$ cat config.mk
export PLATFORM = sky130hd
export DESIGN_NAME = spi_in_sync
export DESIGN_NICKNAME = d
export VERILOG_FILES = /design/src/rtl/ad9361_spi_slave_model_sync.sv
export SDC_FILE = /design/constraint.sdc
export NUM_CORES = 1
export LEC_CHECK = 0
export BUFFER_PORTS_ARGS = -buffer_cell sky130_fd_sc_hd__buf_2
export CORE_AREA = 2 2 39 41
export DETAILED_ROUTE_END_ITERATION = 7
export DIE_AREA = 0 0 41 43
export PLACE_DENSITY = 0.35
export SETUP_SLACK_MARGIN = 0.15
export SYNTH_ARGS = -nofsm -noshare
export SYNTH_HDL_FRONTEND = slang
export SYNTH_SLANG_ARGS = --single-unit
export TNS_END_PERCENT = 1
$ cat constraint.sdc
create_clock -name clk_i -period 1.8 [get_ports clk_i]
set_input_delay 0 -clock clk_i [delete_from_list [all_inputs] [get_ports clk_i]]
set_output_delay 0 -clock clk_i [all_outputs]
set_load 0.01 [all_outputs]
$ cat src/rtl/ad9361_spi_slave_model_sync.sv
// Two-flop synchronizers for CS/SCLK/MOSI plus edge detection on CS and SCLK.
module spi_in_sync (
    input  logic clk_i,
    input  logic rst_ni,
    input  logic cs_i,
    input  logic sclk_i,
    input  logic mosi_i,
    output logic cs_o,
    output logic mosi_o,
    output logic cs_fall_o,
    output logic cs_rise_o,
    output logic sclk_rise_o,
    output logic sclk_fall_o
);

    logic [2:0] cs_q;
    logic [2:0] sclk_q;
    logic [1:0] mosi_q;

    // CS chain resets high so releasing reset with CS idle yields no edge.
    always_ff @(posedge clk_i or negedge rst_ni) begin
        if (!rst_ni) begin
            cs_q   <= '1;
            sclk_q <= '0;
            mosi_q <= '0;
        end else begin
            cs_q   <= {cs_q[1:0], cs_i};
            sclk_q <= {sclk_q[1:0], sclk_i};
            mosi_q <= {mosi_q[0], mosi_i};
        end
    end

    assign cs_o        = cs_q[1];
    assign mosi_o      = mosi_q[1];
    assign cs_fall_o   = cs_q[2] & ~cs_q[1];
    assign cs_rise_o   = ~cs_q[2] & cs_q[1];
    assign sclk_rise_o = ~sclk_q[2] & sclk_q[1];
    assign sclk_fall_o = sclk_q[2] & ~sclk_q[1];

endmodule

==> impl_metrics.env <==
export IMPL_outcome="complete, no violations"
export IMPL_rr_worst_depth=0
export IMPL_worst_slew_margin_rel_pct=88.8
export IMPL_hp_class="in -> async"
export IMPL_finalCritPeriodShare_pct=62.0
export IMPL_grt_ovfl_total=0
export IMPL_cts_post_setup_buffers_inserted=0
export IMPL_post_dp_cell_area_um2=309
export IMPL_post_synth_top_area_cell="sky130_fd_sc_hd__dfrtp_1"
export IMPL_path_max_fanout=4
export IMPL_critPathKind="reg -> out"
export IMPL_dr_first_iter_drc_count=0
export IMPL_cp_required_ns=1.80
export IMPL_finalCriticalPeriod_ns=1.12
export IMPL_clk_pin_slew_ns=0.06
export IMPL_rr_startpoint="cs_q[1]$_DFF_PN1_"
export IMPL_clock_tree_root_cell="sky130_fd_sc_hd__clkbuf_4"
export IMPL_detail_route_antenna_nets=0
export IMPL_power_density_mw_per_mm2=980
export IMPL_critical_path_startpoint_type="register"
export IMPL_ys_seq_area_share_pct=85.3
export IMPL_clk_insertion_delay_late_ns=0.25
export IMPL_start_util_pct=17.3
export IMPL_n_fill_cell=151
export IMPL_cts_buffers_inserted=3
export IMPL_setup_worst_path_end_class="output port"
export IMPL_fin_tns_setup_ns=0
export IMPL_slew_violations=0
export IMPL_number_of_library_cell_types_mapped_by_synthesis=3
export IMPL_grt_antenna_before_repair=0
export IMPL_wl_per_cell_um=7.30
export IMPL_largest_net_degree_at_the_start_of_global_routing=9
export IMPL_clock_fmax_ghz=0.895
export IMPL_die_width_um=41
export IMPL_mappedNetlistNets=17
export IMPL_worst_r2r_setup_slack_ns=1.20
export IMPL_syn_avg_cell_area_um2=19.9
export IMPL_proportion_of_layout_cells_with_a_drive_suffix_above_1_pct=66.7
export IMPL_detail_route_vias_per_cell=3.24
export IMPL_final_common_cell="sky130_fd_sc_hd__buf_2"
export IMPL_synth_top_area_share_pct=52.4
export IMPL_routabilityCongestion=0.550
export IMPL_sequential_cell_area_um2=204
export IMPL_grtUsageTotal_pct=5.08
export IMPL_worstReg2RegEnd="cs_q[2]$_DFF_PN1_"
export IMPL_via_count=149
export IMPL_cts_sinks=8
export IMPL_synth_top_cells_by_area="sky130_fd_sc_hd__dfrtp_1 (52%), sky130_fd_sc_hd__dfstp_2 (33%), sky130_fd_sc_hd__and2b_2 (15%)"
export IMPL_flow_area_growth_from_synthesis_pct=57.1
export IMPL_stdcell_area_um2=375
export IMPL_htree_num_levels=1
export IMPL_yosysWarningCount=0
export IMPL_core_area_mm2=0.00138
export IMPL_power_leakage_nw=0.184
export IMPL_synth_cell_area_um2=239
export IMPL_multi_input_comb_area_um2=35.0
export IMPL_grt_pass1_vias=134
export IMPL_worst_ir_drop_vdd_uv=335
export IMPL_most_frequent_cells_in_the_layout="sky130_fd_sc_hd__buf_2 (10), sky130_fd_sc_hd__dfrtp_1 (5), sky130_fd_sc_hd__and2b_2 (4), sky130_fd_sc_hd__dlygate4sd3_1 (4)"
export IMPL_postSynthCellCount=12
export IMPL_clk_path_buf_depth=2
export IMPL_grt_pass1_wl_um=510
export IMPL_rsz0062_at_grt="false"
export IMPL_io_pins=11
export IMPL_diodes=0
export IMPL_finClkSkew_ns=0.00764
export IMPL_crit_arrival_ns=1.12
export IMPL_setup_violations=0
export IMPL_cts_tree="yes"
export IMPL_timing_final_hold_violations=0
export IMPL_max_cap_viol_count=0
export IMPL_placement_io_buffers=10
export IMPL_worst_slew_pin_transition_ns=0.169
export IMPL_drt_drc_violations_left=0
export IMPL_die_y_um=43
export IMPL_firstDrtPassIters=1
export IMPL_routed_wirelength_um=336
export IMPL_die_area_mm2=0.00176
export IMPL_postSynthRegisterBits=8
export IMPL_finish_net_count=36
export IMPL_rows=14
==> power breakdown <==
part           internal [mW]  switching (mW)  total, mW  leakage, nW
Clock                 0.0847          0.0592      0.144       0.0150
Sequential             0.192         0.00341      0.195       0.0898
Combinational         0.0172          0.0114     0.0285       0.0794
Total                  0.294          0.0740      0.368        0.184
==> timing repair <==
action                    in CTS  in global routing
hold endpoints to repair      11                  0
hold buffers                   4                  0
gates resized for setup        0                  0
==> critical path: stages, from the launching register on <==
cell	delay, ns
sky130_fd_sc_hd__dfstp_2	0.54
sky130_fd_sc_hd__and2b_2	0.20
sky130_fd_sc_hd__buf_2	0.13
==> registers in the layout, indices dropped and copies added, names as in the netlist <==
signal,cells
mosi_q,2
sclk_q,3
cs_q,3
==> how the worst max path moves through the flow <==
stage / startpoint / endpoint / slack [ns] / cells after the start
2_1_floorplan: cs_q[1]$_DFF_PN1_ / cs_fall_o / 1.02 / 1
3_3_place_gp: cs_q[1]$_DFF_PN1_ / cs_fall_o / 0.95 / 2
3_5_place_dp: cs_q[1]$_DFF_PN1_ / cs_fall_o / 0.94 / 2
4_1_cts: cs_q[1]$_DFF_PN1_ / cs_fall_o / 0.66 / 2
5_1_grt: cs_q[1]$_DFF_PN1_ / cs_fall_o / 0.63 / 2
6_report: cs_q[1]$_DFF_PN1_ / cs_fall_o / 0.68 / 2
==> final cells by class <==
cell class	count	area share [%]
Tap cell	16	5.33
Multi-Input combinational cell	4	9.33
Clock buffer	4	7.00
Timing Repair Buffer	14	24.0
Sequential cell	8	54.3
==> metal layers <==
metal  wire length (um)  up-vias  global-route usage [%]
li1                   -       75                       -
met3                 58        0                    4.71
met5                  0        -                       0
met4                  0        0                    6.00
met1                153       63                    5.00
met2                123       11                    5.31
==> per-stage QoR <==
step | hold WS, ns | total power [mW] | instances | util [%] | setup slack, ns
final | 0.110 | 0.368 | 46 | 27.1 | 0.683
after global routing | 0.124 | 0.392 | 46 | 27.1 | 0.631
after CTS | 0.114 | 0.377 | 46 | 27.1 | 0.661
after detailed placement | -0.155 | 0.221 | 38 | 22.3 | 0.938
after global placement | -0.155 | 0.220 | 38 | 22.3 | 0.949
after floorplan | -0.296 | 0.207 | 12 | - | 1.02
==> cell families (layout without fill, tap and decap cells) <==
kind of cell           Yosys count  count (layout)  share of synthesized area [%]
and+or+nand+nor                  4               4                           14.7
DFF                              8               8                           85.3
buffers and inverters            0              18                              0
==> synth_stat cells <==
master	count
sky130_fd_sc_hd__and2b_2	4
sky130_fd_sc_hd__dfrtp_1	5
sky130_fd_sc_hd__dfstp_2	3
Power figures use the tool's default switching activity.
